**src/rtl/mips_isa_pkg.sv**
```systemverilog
// MIPS opcode/funct constants, loader descriptor kinds and the descriptor payload,
// shared by the instruction encoder and decoder.
package mips_isa_pkg;

    localparam int unsigned KIND_W = 4;
    localparam int unsigned REG_W  = 5;
    localparam int unsigned IMM_W  = 16;
    localparam int unsigned TGT_W  = 26;
    localparam int unsigned WORD_W = 32;

    localparam logic [5:0] OP_RTYPE = 6'b000000;
    localparam logic [5:0] OP_LW    = 6'b100011;
    localparam logic [5:0] OP_SW    = 6'b101011;
    localparam logic [5:0] OP_BEQ   = 6'b000100;
    localparam logic [5:0] OP_ADDI  = 6'b001000;
    localparam logic [5:0] OP_J     = 6'b000010;

    localparam logic [5:0] FN_ADD = 6'b100000;
    localparam logic [5:0] FN_SUB = 6'b100010;
    localparam logic [5:0] FN_AND = 6'b100100;
    localparam logic [5:0] FN_OR  = 6'b100101;
    localparam logic [5:0] FN_SLT = 6'b101010;

    localparam logic [KIND_W-1:0] KIND_ADD  = 4'd0;
    localparam logic [KIND_W-1:0] KIND_SUB  = 4'd1;
    localparam logic [KIND_W-1:0] KIND_AND  = 4'd2;
    localparam logic [KIND_W-1:0] KIND_OR   = 4'd3;
    localparam logic [KIND_W-1:0] KIND_SLT  = 4'd4;
    localparam logic [KIND_W-1:0] KIND_LW   = 4'd5;
    localparam logic [KIND_W-1:0] KIND_SW   = 4'd6;
    localparam logic [KIND_W-1:0] KIND_BEQ  = 4'd7;
    localparam logic [KIND_W-1:0] KIND_ADDI = 4'd8;
    localparam logic [KIND_W-1:0] KIND_J    = 4'd9;

    typedef struct packed {
        logic [KIND_W-1:0] kind;
        logic [REG_W-1:0]  rs;
        logic [REG_W-1:0]  rt;
        logic [REG_W-1:0]  rd;
        logic [IMM_W-1:0]  imm;
        logic [TGT_W-1:0]  target;
    } instr_desc_t;

endpackage

```
**src/rtl/instr_encode.sv**
```systemverilog
// Combinational encoder: mnemonic-level descriptor to 32-bit MIPS word plus legality flag.
module instr_encode
    import mips_isa_pkg::*;
(
    input  instr_desc_t       desc_i,
    output logic [WORD_W-1:0] word_c_o,
    output logic              legal_c_o
);

    always_comb begin
        word_c_o  = '0;
        legal_c_o = 1'b1;
        case (desc_i.kind)
            KIND_ADD:  word_c_o = {OP_RTYPE, desc_i.rs, desc_i.rt, desc_i.rd, 5'd0, FN_ADD};
            KIND_SUB:  word_c_o = {OP_RTYPE, desc_i.rs, desc_i.rt, desc_i.rd, 5'd0, FN_SUB};
            KIND_AND:  word_c_o = {OP_RTYPE, desc_i.rs, desc_i.rt, desc_i.rd, 5'd0, FN_AND};
            KIND_OR:   word_c_o = {OP_RTYPE, desc_i.rs, desc_i.rt, desc_i.rd, 5'd0, FN_OR};
            KIND_SLT:  word_c_o = {OP_RTYPE, desc_i.rs, desc_i.rt, desc_i.rd, 5'd0, FN_SLT};
            KIND_LW:   word_c_o = {OP_LW,   desc_i.rs, desc_i.rt, desc_i.imm};
            KIND_SW:   word_c_o = {OP_SW,   desc_i.rs, desc_i.rt, desc_i.imm};
            KIND_BEQ:  word_c_o = {OP_BEQ,  desc_i.rs, desc_i.rt, desc_i.imm};
            KIND_ADDI: word_c_o = {OP_ADDI, desc_i.rs, desc_i.rt, desc_i.imm};
            KIND_J:    word_c_o = {OP_J, desc_i.target};
            default:   legal_c_o = 1'b0;
        endcase
    end

endmodule

```
**src/rtl/instr_encoder_loader.sv**
```systemverilog
// Program loader: accepts instruction descriptors, encodes them and writes them
// sequentially into instruction memory, one word per WRITE cycle.
module instr_encoder_loader
    import mips_isa_pkg::*;
#(
    parameter int unsigned ADDR_W    = 8,
    parameter int unsigned BASE_ADDR = 0,
    parameter int unsigned DEPTH     = 256
) (
    input  logic              clk,
    input  logic              rst_n,
    input  logic              start,
    input  logic              in_valid,
    output logic              in_ready,
    input  logic [KIND_W-1:0] in_kind,
    input  logic [REG_W-1:0]  in_rs,
    input  logic [REG_W-1:0]  in_rt,
    input  logic [REG_W-1:0]  in_rd,
    input  logic [IMM_W-1:0]  in_imm,
    input  logic [TGT_W-1:0]  in_target,
    input  logic              in_last,
    output logic              imem_we,
    output logic [ADDR_W-1:0] imem_addr,
    output logic [WORD_W-1:0] imem_wdata,
    output logic              busy,
    output logic              done,
    output logic              err,
    output logic [ADDR_W:0]   count
);

    localparam int unsigned CNT_W = ADDR_W + 1;

    typedef enum logic [1:0] {S_IDLE, S_LOAD, S_WRITE, S_DONE} state_t;

    state_t              state_q, state_d;
    logic [ADDR_W-1:0]   addr_q, addr_d;
    logic [CNT_W-1:0]    count_q, count_d;
    logic [WORD_W-1:0]   word_q, word_d;
    logic                last_q, last_d;
    logic                err_q, err_d;
    logic                we_q, we_d;
    logic                ready_q, ready_d;
    logic                busy_q, busy_d;
    logic                done_q, done_d;

    instr_desc_t         desc_c;
    logic [WORD_W-1:0]   enc_word_c;
    logic                enc_legal_c;
    logic                full_c;

    assign desc_c.kind   = in_kind;
    assign desc_c.rs     = in_rs;
    assign desc_c.rt     = in_rt;
    assign desc_c.rd     = in_rd;
    assign desc_c.imm    = in_imm;
    assign desc_c.target = in_target;

    instr_encode u_encode (
        .desc_i    (desc_c),
        .word_c_o  (enc_word_c),
        .legal_c_o (enc_legal_c)
    );

    // The word being written in WRITE fills the session to DEPTH.
    assign full_c = (count_q + CNT_W'(1)) == CNT_W'(DEPTH);

    always_comb begin
        state_d = state_q;
        addr_d  = addr_q;
        count_d = count_q;
        word_d  = word_q;
        last_d  = last_q;
        err_d   = err_q;
        case (state_q)
            S_IDLE: begin
                if (start) begin
                    state_d = S_LOAD;
                    addr_d  = ADDR_W'(BASE_ADDR);
                    count_d = '0;
                    err_d   = 1'b0;
                end
            end
            S_LOAD: begin
                if (in_valid && ready_q) begin
                    if (enc_legal_c) begin
                        word_d  = enc_word_c;
                        last_d  = in_last;
                        state_d = S_WRITE;
                    end else begin
                        err_d   = 1'b1;
                        state_d = S_DONE;
                    end
                end
            end
            S_WRITE: begin
                addr_d  = addr_q + ADDR_W'(1);
                count_d = count_q + CNT_W'(1);
                if (last_q) begin
                    state_d = S_DONE;
                end else if (full_c) begin
                    err_d   = 1'b1;
                    state_d = S_DONE;
                end else begin
                    state_d = S_LOAD;
                end
            end
            S_DONE: state_d = S_IDLE;
            default: state_d = S_IDLE;
        endcase

        // Strobes are decoded from the next state so they register in step with it.
        we_d    = (state_d == S_WRITE);
        ready_d = (state_d == S_LOAD);
        busy_d  = (state_d == S_LOAD) || (state_d == S_WRITE);
        done_d  = (state_d == S_DONE);
    end

    always_ff @(posedge clk) begin
        if (!rst_n) begin
            state_q <= S_IDLE;
            addr_q  <= ADDR_W'(BASE_ADDR);
            count_q <= '0;
            word_q  <= '0;
            last_q  <= 1'b0;
            err_q   <= 1'b0;
            we_q    <= 1'b0;
            ready_q <= 1'b0;
            busy_q  <= 1'b0;
            done_q  <= 1'b0;
        end else begin
            state_q <= state_d;
            addr_q  <= addr_d;
            count_q <= count_d;
            word_q  <= word_d;
            last_q  <= last_d;
            err_q   <= err_d;
            we_q    <= we_d;
            ready_q <= ready_d;
            busy_q  <= busy_d;
            done_q  <= done_d;
        end
    end

    assign in_ready   = ready_q;
    assign imem_we    = we_q;
    assign imem_addr  = addr_q;
    assign imem_wdata = word_q;
    assign busy       = busy_q;
    assign done       = done_q;
    assign err        = err_q;
    assign count      = count_q;

endmodule

```
**config.mk**
```make
export PLATFORM = sky130hd
export DESIGN_NAME = instr_encoder_loader
export DESIGN_NICKNAME = d
export VERILOG_FILES = /design/src/rtl/mips_isa_pkg.sv /design/src/rtl/instr_encode.sv /design/src/rtl/instr_encoder_loader.sv
export SDC_FILE = /design/constraint.sdc
export NUM_CORES = 1
export LEC_CHECK = 0
export CAP_MARGIN = 40
export CELL_PAD_IN_SITES_DETAIL_PLACEMENT = 1
export CELL_PAD_IN_SITES_GLOBAL_PLACEMENT = 1
export CORE_MARGIN = 2
export CORE_UTILIZATION = 31
export DETAILED_ROUTE_END_ITERATION = 6
export PLACE_DENSITY_LB_ADDON = 0.1
export SETUP_SLACK_MARGIN = 0.05
export SYNTH_ARGS = -nofsm -noshare
export SYNTH_HDL_FRONTEND = slang
export SYNTH_SLANG_ARGS = --single-unit
```
**constraint.sdc**
```tcl
create_clock -name clk -period 2.48 [get_ports clk]
set_clock_uncertainty 0.05 [all_clocks]
set_input_delay 0.248 -clock clk [delete_from_list [all_inputs] [get_ports clk]]
set_output_delay 0.248 -clock clk [all_outputs]
set_load 0.02 [all_outputs]
```
Word-level counts from Yosys, hierarchy flattened --
Index checks and enable logic that the tools add are counted.
Word-level totals: register bits after elaboration 57, word-level logic and storage cells 61
Operators by class: add/sub/neg operators 2, equality and inequality tests 21, mux-type cells 18, reduce and logical (&&, ||, !) cells 10
Operator list (count):
- 32-bit case mux with 10 select lines | 1
- 9-bit case mux with 2 select lines | 1
- 4-bit by 3-bit == test with 1-bit output (second input constant) | 4
- 8-bit case mux with 2 select lines | 1
- 2-bit inequality test (second input constant) | 5
- 10-bit OR reduction | 1
- 9-bit by 1-bit adder with 9-bit output (second input constant) | 1
- 9-bit == test (second input constant) | 1
- 9-bit two-way mux | 1
- 8-bit by 1-bit adder with 8-bit output (second input constant) | 1
- 2-bit == test (second input constant) | 4
- 4-bit by 2-bit == test with 1-bit output (second input constant) | 2
- 4-bit == test (second input constant) | 2
- 2-bit two-way mux | 4
- 8-bit two-way mux | 1
- 2-bit case mux with 4 select lines | 1
- 1-bit two-way mux | 7
- 6-bit AND reduction | 1
- 2-bit by 1-bit == test with 1-bit output (second input constant) | 2
- 4-bit by 1-bit == test with 1-bit output (second input constant) | 1
- 4-bit zero test | 1
- 1-bit case mux with 3 select lines | 1
- 3-bit AND reduction | 1
- 3-bit nonzero test | 1
- other kinds (5) | 5

Longest topological paths before layout --
word-level depth 8, mapped depth 10, mapped depth without buffers 9

Modules after synthesis --
From an unflattened synthesis, not the netlist that was laid out.
Second synthesis, totals: cells, all modules 377, area total of the unflattened synthesis 3131.8 um^2
Modules (own cells, without submodules):
- instr_encoder_loader | times used 1, cells each 302, area each 2562.5 um^2
- instr_encode | times used 1, cells each 75, area each 569.3 um^2

Least setup slack after synthesis --
No wires, ideal clock.
kind flip-flop to flip-flop, start register count_q[0] (netlist: count[0]), end register ready_q (netlist: in_ready), data arrival time 1969 ps, slack 346 ps, stages on the path, launching flop included 10, path buffers 0, path through dfxtp_1 ha_1 and3_2 nor3_1 a31o_1 o2111ai_2 o31ai_4 inv_1 ha_1 and2_1
On the way: longest elaborated chain between the ends 6
RTL lines:
- from (decl) | line instr_encoder_loader.sv:37 | logic [CNT_W-1:0] count_q, count_d;
- from (signal assigned) | line instr_encoder_loader.sv:133 | count_q <= count_d;
- 9-bit by 1-bit adder with 9-bit output | line instr_encoder_loader.sv:65 | assign full_c = (count_q + CNT_W'(1)) == CNT_W'(DEPTH);
- 9-bit == test | line instr_encoder_loader.sv:65
- 2-bit two-way mux | line instr_encoder_loader.sv:100 | end else if (full_c) begin
- 2-bit two-way mux | line instr_encoder_loader.sv:98 | if (last_q) begin
- 2-bit case mux with 4 select lines | line instr_encoder_loader.sv:74 | case (state_q)
- 2-bit by 1-bit == test with 1-bit output | line instr_encoder_loader.sv:113 | ready_d = (state_d == S_LOAD);
- net ready_d | line instr_encoder_loader.sv:42 | logic ready_q, ready_d;
- to (signal assigned) | line instr_encoder_loader.sv:138 | ready_q <= ready_d;
- to (decl) | line instr_encoder_loader.sv:42
The timed path passes the listed nets, and every way through them passes these cells. A chain may end at the register's enable or synchronous reset.

Final worst setup path --
Same ends and word-level chain as after synthesis.

==> results.md <==
- Nets: approximately 530
- Worst Path Required: around 2600 ps
- Switching pwr: roughly 670 uW
- Max clock buf depth: 2
- Sink Count: 55
- Iter 0 DRT Violations: 71
- Max Slew Vio Count: 0
- Die area: between 10,000 and 15,000 sq um
- Final WL: 9576 microns
- Tmin final: between 2000 and 2500 ps
- Height of the die: 102.0 microns
- Share of the synthesized area in the top cell type: 36.97%
- Total iterations of the first detailed-routing run: 4
- WS Path Type: reg -> reg
- Flop pwr share: between 40% and 50%
- Ys async rst share: 0%
- Post-DP HPWL: approximately 7000 microns
- Synthesized area: 2978 sq um
- Gr usage total: 17.75%
- Switching Share: 31.41%
- Run status: completed
- Worst-path clk slew: ~100 ps
- First-pass GRT wire length: 14,750 microns
- H-tree lvl count: 2
- Max Cap Viol: 0
- Setup-failing EPs final: 0
- Final Hold Viols: 0
- Crit start category: flip-flop
- I/O Buffers: 118
- Lkg Pwr: 0.001908 uW
- FP Rows: 35
- Relative max-transition margin: 41.80%
- Vias in the first global route: 3,068
- CTS tree: done
- Hold Crit Class: reg -> reg
- CTS Buf Count: 5
- Vias post-DR: 2,971
- Area growth syn-to-layout: 48.70%
- Setup crit end kind: flip-flop
- Max Fclk: 439.1 MHz
- Syn Nets: between 400 and 500
- Unique masters post-synth: 50
- I/O pin count: 120
- Leading area contributor after synthesis: dfxtp_1
- Pwr dens: 482.4 nW/um^2
- Unrepaired setup endpoints after global routing: no
- Die span in x: 102.0 microns
- Worst skew pair latency: 310 ps
- Worst-Margin Slew: 867.8 ps
- Most frequent cell after synthesis: dfxtp_1
- DRC: 0
- Logic pwr share: 29.6%
- CP max FO: 8
- Yosys Warn Count: 0
- N_diodes: 0
- Initial Util: 32.08%
- Mean post-synth cell area: 8.889 sq um
- Fin crit share: 91.83%
- Total power: 2136 uW
- Crit path DAT: ~2400 ps
- VDD IR max: 0.1966 mV
- Register bit total from synthesis: 55
- Clock share of power: 25.2%
- Post-route ant nets: 0
- Drt wl/cell: about 17 microns
- Final Util: 47.70%
- Main flop type after synthesis: dfxtp_1
- Placer Congestion: 0.7924
- Post-synth top cells: dfxtp_1, nand2_1, o211a_1
- Gr ovfl total: 0
- Core footprint: 9284 sq um
- Layout cell share with drive strength beyond 1: 8.426%
- Vias per inst: 5.122
- Int Power: about 1500 uW
- Initial antenna violation count: 0
- Largest net degree at the start of global routing: 52
- EDFF count, synth: 0
- Top cells by area, synth: dfxtp_1, o211a_1, a221o_1
- CTS root buffer: clkbuf_8
- CTS Hold Buffers Added: 0
- Mapped Cells: ~340
- Sequential area share after synthesis: 36.97%
- Setup tns final: 0 ps
-- path summary, 6_finish.rpt --
kind	slack, ps	startpoint	depth (start not counted)	end
hold / removal	410	err	2	err
hold reg to reg	410	err	2	err
setup reg to reg	200	count[0]	9	in_ready
setup / recovery	200	count[0]	9	in_ready
-- per-stage QoR --
| step | worst slack [ps] | hold slack (ps) | instances | cell area [sq um] |
|---|---|---|---|---|
| global route | 63.70 | 448.6 | 580 | 4428 |
| detailed placement | 159.8 | 406.4 | 571 | 4320 |
| finish | 202.7 | 413.7 | 580 | 4428 |
| CTS | 135.4 | 421.8 | 579 | 4415 |
| floorplan | 346.2 | 342.9 | 335 | 2978 |
| global placement | 229.0 | 395.9 | 571 | 4320 |
-- logic make-up after synthesis --
logic type | Yosys count | share of synthesized area, %
AOI/OAI and AO/OA | 113 | 30.38
xor gates and xnor gates | 9 | 2.647
adders and majority gates | 10 | 4.202
buffers and inverters | 37 | 5.798
DFF | 55 | 36.97
muxes | 8 | 2.773
other | 1 | 0.1259
and+or+nand+nor | 102 | 17.10
-- registers in the layout, indices dropped and copies added (netlist names) --
register    cells
busy            1
count           9
done            1
err             1
imem_addr       8
imem_wdata     30
imem_we         1
in_ready        1
last_q          1
state_q         2
-- power by group through the flow --
stage	sequential, uW	combinational (uW)	clock [uW]
floorplan	1030	277	0
global placement	985	620	0
detailed placement	986	634	0
CTS	967	636	568
global route	974	688	592
finish	966	632	539
-- repair_timing --
item,4_1_cts,5_1_grt
endpoints found under the setup margin,0,1
resized for setup,0,3
buffers inserted,0,1
-- final cells by class --
| class | count | area [sq um] |
|---|---|---|
| Tap cell | 129 | 161.4 |
| Inverter | 10 | 37.54 |
| Fill cell | 1091 | 4856 |
| Sequential cell | 55 | 1104 |
| Clock buffer | 7 | 86.33 |
| Multi-Input combinational cell | 243 | 1709 |
| Timing Repair Buffer | 135 | 1321 |
| Clock inverter | 1 | 8.758 |
-- layer usage --
metal / share of wire, % / vias to the layer above / global-route usage [%] / routed length (microns)
met2: 51 / 74 / 31.88 / 4913
met3: 3.8 / 12 / 2.599 / 363
li1: - / 1456 / - / -
met1: 43 / 1429 / 21.48 / 4111
met4: 2.0 / 0 / 6.462 / 187
met5: 0 / - / 0 / 0
-- worst max-delay path, cell delays in order, from the launching register on --
cell,delay [ps]
dfxtp_2,390
ha_2,230
and3_2,250
nor3_1,170
a31o_1,150
o2111ai_2,180
o31ai_4,340
inv_1,90
ha_1,190
and2_1,150
-- cell usage in the layout (no fill, tap or decap), drive strengths merged, types with 2 or more instances in the layout --
cell type / n
clkdlybuf4s50: 118
dfxtp: 55
nand2: 26
o211a: 25
nor2: 24
buf: 17
o21ai: 17
a221o: 16
a21oi: 15
a22oi: 14
nor2b: 12
nand3: 11
inv: 10
and2: 10
ha: 10
o211ai: 8
clkbuf: 7
mux2i: 6
xor2: 6
and3: 5
a21boi: 4
nand4: 4
xnor2: 3
nand2b: 3
nor3: 2
a31oi: 2
mux2: 2
a32oi: 2
or3: 2
o31ai: 2
No activity file was read; power rests on OpenSTA's default activity.
